--- config.mk ---
export PLATFORM = sky130hd
export DESIGN_NAME = slow_set
export DESIGN_NICKNAME = d
export VERILOG_FILES = /design/src/rtl/slow_set_pkg.sv /design/src/rtl/slow_set_window_ctr.sv /design/src/rtl/slow_set.sv
export SDC_FILE = /design/constraint.sdc
export NUM_CORES = 1
export LEC_CHECK = 0
export CORE_UTILIZATION = 47
export DETAILED_ROUTE_END_ITERATION = 12
export PLACE_DENSITY = 0.77
export SLEW_MARGIN = 20
export SYNTH_ARGS = -nofsm -noshare
export SYNTH_HDL_FRONTEND = slang
export SYNTH_HIERARCHICAL = 1
export SYNTH_SLANG_ARGS = --single-unit
--- constraint.sdc ---
create_clock -name CLK -period 2.5 [get_ports CLK]
set_clock_uncertainty 0.2 [all_clocks]
set_input_delay 0.75 -clock CLK [delete_from_list [all_inputs] [get_ports CLK]]
set_output_delay 0.75 -clock CLK [all_outputs]
set_load 0.005 [all_outputs]
--- src/rtl/slow_set_pkg.sv ---
// Shared constants for slow_set: default geometry, default channel mask and the
// bit positions of each settings field within the bus address.
package slow_set_pkg;

  localparam int unsigned DefNch = 6;
  localparam int unsigned DefTw  = 4;

  localparam logic [DefNch-1:0] DefRstMask = 6'b111011;

  // Address bits are numbered from 1, so field positions index A[AW:1] directly.
  localparam int unsigned CgBit   = 1;
  localparam int unsigned MaskLsb = 2;

  function automatic int unsigned timeout_lsb(int unsigned nch);
    return nch + 2;
  endfunction

  function automatic int unsigned lock_bit(int unsigned nch, int unsigned tw);
    return nch + tw + 2;
  endfunction

  function automatic int unsigned addr_width(int unsigned nch, int unsigned tw);
    return nch + tw + 2;
  endfunction

endpackage

--- src/rtl/slow_set_window_ctr.sv ---
// Slow-window down-counter: loads on request, otherwise counts down to zero and
// holds there. running_o is a flop tracking whether the next count is nonzero.
module slow_window_ctr #(
  parameter int unsigned TW = 4
) (
  input  logic          clk_i,
  input  logic          rst_ni,
  input  logic          load_i,
  input  logic [TW-1:0] load_val_i,
  output logic [TW-1:0] value_o,
  output logic          running_o
);

  logic [TW-1:0] cnt_d, cnt_q;
  logic          running_q;

  always_comb begin
    cnt_d = cnt_q;
    if (load_i) begin
      cnt_d = load_val_i;
    end else if (cnt_q != '0) begin
      cnt_d = cnt_q - TW'(1);
    end
  end

  always_ff @(posedge clk_i or negedge rst_ni) begin
    if (!rst_ni) begin
      cnt_q     <= '0;
      running_q <= 1'b0;
    end else begin
      cnt_q     <= cnt_d;
      running_q <= (cnt_d != '0);
    end
  end

  assign value_o   = cnt_q;
  assign running_o = running_q;

endmodule

--- src/rtl/slow_set.sv ---
// Slow-device settings register: a bus write is captured as pending and committed
// only while no slow window is running; a rising BACT to a masked channel opens one.
module slow_set
  import slow_set_pkg::*;
#(
  parameter int unsigned     NCH         = DefNch,
  parameter int unsigned     TW          = DefTw,
  parameter logic [NCH-1:0]  RST_MASK    = NCH'(DefRstMask),
  parameter logic [TW-1:0]   RST_TIMEOUT = {TW{1'b1}},
  localparam int unsigned    AW          = NCH + TW + 2
) (
  input  logic           CLK,
  input  logic           nPOR,
  input  logic           BACT,
  input  logic [AW:1]    A,
  input  logic           SetCSWR,
  input  logic [NCH-1:0] ChSel,
  output logic [NCH-1:0] SlowMask,
  output logic [TW-1:0]  SlowTimeout,
  output logic           SlowClockGate,
  output logic           Locked,
  output logic           SlowActive,
  output logic           PendValid
);

  localparam int unsigned ToLsb   = timeout_lsb(NCH);
  localparam int unsigned LockPos = lock_bit(NCH, TW);

  logic           wr_q, b_q;
  logic [AW:1]    pend_d, pend_q;
  logic           pv_d, pv_q;
  logic [NCH-1:0] mask_d, mask_q;
  logic [TW-1:0]  to_d, to_q;
  logic           cg_d, cg_q;
  logic           locked_d, locked_q;

  logic           wr_evt, trig, commit;
  logic [TW-1:0]  ctr_value;
  logic           ctr_running;

  assign wr_evt = BACT && SetCSWR && !wr_q;
  assign trig   = BACT && !b_q && ((ChSel & mask_q) != '0);
  // A trigger this cycle wins; the commit retries once the window has drained.
  assign commit = pv_q && (ctr_value == '0) && !trig;

  always_comb begin
    pend_d   = pend_q;
    pv_d     = pv_q;
    mask_d   = mask_q;
    to_d     = to_q;
    cg_d     = cg_q;
    locked_d = locked_q;
    if (commit) begin
      cg_d     = pend_q[CgBit];
      mask_d   = pend_q[MaskLsb +: NCH];
      to_d     = pend_q[ToLsb +: TW];
      locked_d = locked_q | pend_q[LockPos];
      pv_d     = 1'b0;
    end
    // Evaluated after the commit so a same-cycle write stays pending behind it.
    if (wr_evt && !locked_q) begin
      pend_d = A;
      pv_d   = 1'b1;
    end
  end

  always_ff @(posedge CLK or negedge nPOR) begin
    if (!nPOR) begin
      wr_q     <= 1'b0;
      b_q      <= 1'b0;
      pend_q   <= '0;
      pv_q     <= 1'b0;
      mask_q   <= RST_MASK;
      to_q     <= RST_TIMEOUT;
      cg_q     <= 1'b0;
      locked_q <= 1'b0;
    end else begin
      wr_q     <= BACT && SetCSWR;
      b_q      <= BACT;
      pend_q   <= pend_d;
      pv_q     <= pv_d;
      mask_q   <= mask_d;
      to_q     <= to_d;
      cg_q     <= cg_d;
      locked_q <= locked_d;
    end
  end

  slow_window_ctr #(
    .TW(TW)
  ) u_ctr (
    .clk_i     (CLK),
    .rst_ni    (nPOR),
    .load_i    (trig),
    .load_val_i(to_q),
    .value_o   (ctr_value),
    .running_o (ctr_running)
  );

  assign SlowMask      = mask_q;
  assign SlowTimeout   = to_q;
  assign SlowClockGate = cg_q;
  assign Locked        = locked_q;
  assign SlowActive    = ctr_running;
  assign PendValid     = pv_q;

endmodule
# Word-level counts from Yosys, hierarchy flattened
# Cells that the tools add are included.
word_totals:
  regBits: 32
  wordCells: 33
  output_inout_bits: 14
op_classes:
  n_addsub: 1
  n_mux: 4
  bitwise: 2
  n_reduce_logical: 16
op_table:
  columns: ["op", "count"]
  rows:
  - ["$mux W4", 2]
  - ["$reduce_bool A4 Y1", 2]
  - ["$logic_and A1 B1 Y1", 7]
  - ["$and A6 B6 Y6", 1]
  - ["$reduce_bool A6 Y1", 1]
  - ["$logic_not A1 Y1", 4]
  - ["$logic_not A4 Y1", 1]
  - ["$sub A4 B1 Y4 const B", 1]
  - ["$mux W1", 2]
  - ["$reduce_bool A2 Y1", 1]
  - ["$or A1 B1 Y1", 1]

# Logic depth before layout (Yosys ltp)
depth:
  word_depth: 7
  depth_mapped: 6
  ltp_nobuf: 6

# Hierarchy
# The synthesis kept the hierarchy.
by_module_without_submodules:
  columns: ["mod", "area_each_um2", "n_inst", "cells_each"]
  rows:
  - ["slow_set", 1123.6, 1, 65]
  - ["slow_window_ctr", 265.3, 1, 24]

# Worst setup path after synthesis
# Ideal clock, no wire load.
synth_path:
  path_kind: "in2reg"
  startpoint: "in ChSel[0]"
  endpoint: "reg u_ctr.running_q (netlist: u_ctr/running_o)"
  setup_ns: 0.139
  stages: 4
  required_time_ns: 2.161
  arrival_ns: 2.196
  slack_ns: -0.035
  path_cell_list: "a22oi_1 -> a311oi_4 -> mux2_2 -> or4_1"
synth_between:
  elab_chain_len: 5
synth_lines:
  columns: ["item", "line", "source"]
  rows:
  - ["start, declared", "slow_set.sv:17", "input logic [NCH-1:0] ChSel,"]
  - ["$and A6 B6 Y6", "slow_set.sv:42", "assign trig = BACT && !b_q && ((ChSel & mask_q) != '0);"]
  - ["$reduce_bool A6 Y1", "slow_set.sv:42", null]
  - ["$logic_and A1 B1 Y1", "slow_set.sv:42", null]
  - ["named net trig", "slow_set.sv:37", "logic wr_evt, trig, commit;"]
  - ["$mux W4", "slow_set_window_ctr.sv:19", "if (load_i) begin"]
  - ["named net u_ctr.cnt_d[2]", "slow_set_window_ctr.sv:14", "logic [TW-1:0] cnt_d, cnt_q;"]
  - ["$reduce_bool A4 Y1", "slow_set_window_ctr.sv:32", "running_q <= (cnt_d != '0);"]
  - ["end signal, assigned", "slow_set_window_ctr.sv:32", null]
  - ["end, declared", "slow_set_window_ctr.sv:15", "logic running_q;"]
# The timed path passes the listed nets, and every way through them passes these cells.
# A chain may end at the register's enable or synchronous reset.

# Worst setup path after layout
layout_path:
  startpoint: "in ChSel[4]"
  endpoint: "reg u_ctr.running_q (netlist: u_ctr/running_o)"
# Same word-level chain as after synthesis.

==> impl_metrics.ini <==
[outcome]
status = complete, no violations

[detailed_routing]
wl_per_cell_um = 15.5
routed_via_density = 5.30
vias = 891
totalWireLength_um = 2600
drc = 0
drt_iter0_drc = 14
first_pass_iters = 4
ant_nets = 0

[floorplan]
start_util = 0.499
num_rows = 19
dieWidth_um = 56.4
die_h_um = 56.4
pin_count = 36
coreArea_um2 = 2780
die-area_um2 = 3180

[min_path]
min_to = Locked$_DFFE_PN0P_
hold_depth = 1
hold_path.class = flip-flop to flip-flop
hold_start = pend_q[12]$_DFFE_PN0P_

[placement]
post_dp_cell_area_um2 = 1830
gp_congestion = 0.769
pre_cts_ws_ps = -393
io_buffer_count = 35
dp_hpwl_um = 2010

[yosys]
synth_seq_area_share = 0.585
yosysWarnings = 6
yosys-top-cells-area = dfrtp_1 41%, dfstp_2 17%, mux2_2 11%
synth_edf_count = 0
synth_area_um2 = 1390
synth-main-ff-cell = dfrtp_1
yosysUniqueCellTypes = 27
avgSynthCellArea_um2 = 15.6
yosys.area.top_type = dfrtp_1
synth.most_common_cell = dfrtp_1
yosys.area.top_type_share = 0.414
syn-num-nets = 112
ys_ff_latch = 32
ys_async_sr_fraction = 1.00
synth_cells = 89
ys_top_cells_by_count = 23 x dfrtp_1, 14 x mux2_2, 9 x dfstp_2, 9 x mux2_4, 4 x inv_1

[cells_and_area]
antennaDiodeCount = 0
final_nets = 159
multi_input_area_um2 = 554
fillers = 203
final_layout_size_suffix_gt1_frac = 0.394
area_growth_pct = 36.5
fin_area_um2 = 1900
register_area_um2 = 812

[clock_tree]
cts_made_buffers = 5
cts_sinks = 32
cts_root_buffer = clkbuf_4
clkTransAtPathRegs_ps = 100
cts_max_level = 2
clk_latency_ps = 320
cts_buffer_depth = 2
holdBufCountCts = 0
cts_tree = yes

[sta]
timing.final.crit_share = 0.986
worst_pin_slew_ps = 388
hold_violations = 0
rsz0062_at_grt = no
relSlewSlack = 0.742
maxSlewViolCount = 0
worst_slack_ps = 34.1
period_minus_slack_ps = 2470
clock.fmax_ghz = 0.406
setup_viol_count_final = 0

[global_route]
grt_use_total = 0.191
antenna_found_initial = 0
grt_pass1_vias = 929
grt_max_degree = 33
grt_first_pass_wirelength_um = 4460
overflow = 0

[critical_path]
crit_type = input port to flip-flop
crit_cells = 5
r2r_start = SlowMask[1]$_DFFE_PN1P_
critPathBufInv = 1
required_ps = 2500
cp_max_fo = 3
ff2ff_path_depth = 4
arrival_ps = 2470
critPathSlowestCell = or4_1
crit_chain = clkdlybuf4s50_1, a22oi_1, a311oi_4, mux2_4, or4_1
r2r_end = u_ctr/running_o$_DFF_PN0_
r2r_slack_ps = 310
startpoint_type = input port
critical-path-max-stage-delay_ps = 510
critPathCaptureType = flip-flop
cp_top_family = simple AND/OR/NAND/NOR gates

[power_and_ir_drop]
p_sw_mw = 0.647
ir_drop_uv = 864
pwr-share-clk = 0.136
switching_share = 0.293
seqPwrFrac = 0.459
p_int_mw = 1.56
p_total_mw = 2.20
leakagePower_nw = 0.803
power_density_nw_per_um2 = 1160
combinationalPowerShare = 0.405

[job]
max-cap-violations = 0
## through the flow
stage | utilization | std cells | setup TNS, ps | hold slack, ps
after global placement | 0.658 | 160 | -2950 | 259
final | 0.682 | 168 | 0 | 286
after global routing | 0.682 | 168 | 0 | 318
after floorplan | - | 89 | 0 | 246
after detailed placement | 0.658 | 160 | -3470 | 268
after CTS | 0.681 | 168 | 0 | 291
## flip-flops by register name, summed over array words and instances, names as in the netlist
signal	cells
SlowMask	6
PendValid	1
SlowClockGate	1
b_q	1
SlowTimeout	4
wr_q	1
Locked	1
pend_q	12
u_ctr/running_o	1
u_ctr/value_o	4
## how the worst max path moves through the flow
| stage | from | to |
|---|---|---|
| 2_1_floorplan | ChSel[1] | u_ctr/running_o$_DFF_PN0_ |
| 3_3_place_gp | ChSel[1] | u_ctr/running_o$_DFF_PN0_ |
| 3_5_place_dp | ChSel[1] | u_ctr/running_o$_DFF_PN0_ |
| 4_1_cts | ChSel[3] | u_ctr/running_o$_DFF_PN0_ |
| 5_1_grt | ChSel[4] | u_ctr/running_o$_DFF_PN0_ |
| 6_report | ChSel[4] | u_ctr/running_o$_DFF_PN0_ |
## logic make-up (layout without fill, tap and decap cells)
kind of cell	count (synthesis)	after routing	share of synthesized area
mux	27	27	0.241
simple gates	13	13	0.0748
xor+xnor	1	1	0.00631
buf+inv	6	54	0.0288
compound gates	9	9	0.0550
fa+ha+maj	1	1	0.00901
flops	32	32	0.585
## area by class of cell
class | count | share of cell area
flip-flops and latches | 32 | 0.428
multi-input cells | 51 | 0.292
repair buffers | 42 | 0.218
clock buffers | 6 | 0.0271
well taps | 31 | 0.0205
inverters | 4 | 0.00792
clock inverters | 2 | 0.00528
## placed cells by master (no fill, tap or decap)
cell type,synthesis,routed
a21o_1,1,1
a22oi_1,3,1
a22oi_2,0,2
a311oi_4,1,1
and2_1,1,1
buf_12,1,1
buf_4,0,6
clkbuf_4,0,5
clkbuf_8,0,1
clkdlybuf4s50_1,0,31
clkinv_2,0,2
dfrtp_1,23,23
dfstp_2,9,9
dlygate4sd2_1,0,3
dlymetal6s2s_1,0,1
ha_1,1,1
inv_1,4,4
mux2_1,2,2
mux2_2,14,12
mux2_4,9,11
mux2i_1,2,2
nand2_1,2,2
nand2b_1,2,2
nand3b_1,1,1
nor2_1,1,1
nor2_4,1,1
nor3_1,1,1
nor3b_2,1,1
nor3b_4,1,1
o21ai_0,2,2
o21ai_1,2,2
or4_1,1,1
or4_4,1,1
xnor2_1,1,1
## per-layer routing
| layer | up-vias | share of wire | routed length, µm | global-route usage |
|---|---|---|---|---|
| met1 | 450 | 0.40 | 1040 | 0.225 |
| met4 | 0 | 0.020 | 52 | 0.0976 |
| met3 | 4 | 0.052 | 135 | 0.0507 |
| met2 | 26 | 0.53 | 1380 | 0.320 |
| li1 | 411 | - | - | - |
| met5 | - | 0 | 0 | 0 |
## power groups by stage
| stage | Clock (mW) | Combinational (mW) | Sequential, mW |
|---|---|---|---|
| global route | 0.337 | 0.958 | 1.05 |
| finish | 0.299 | 0.893 | 1.01 |
| detailed placement | 0 | 0.898 | 1.02 |
| floorplan | 0 | 0.537 | 0.976 |
| global placement | 0 | 0.861 | 1.01 |
| CTS | 0.312 | 0.902 | 1.02 |
## what timing repair did
item                                    in CTS  in global routing
setup buffers                                0                  0
pin swaps                                    2                  1
cloned                                       0                  0
endpoints found under the setup margin       1                  1
resized for setup                            4                  1
(Power assumes the default switching activity.)
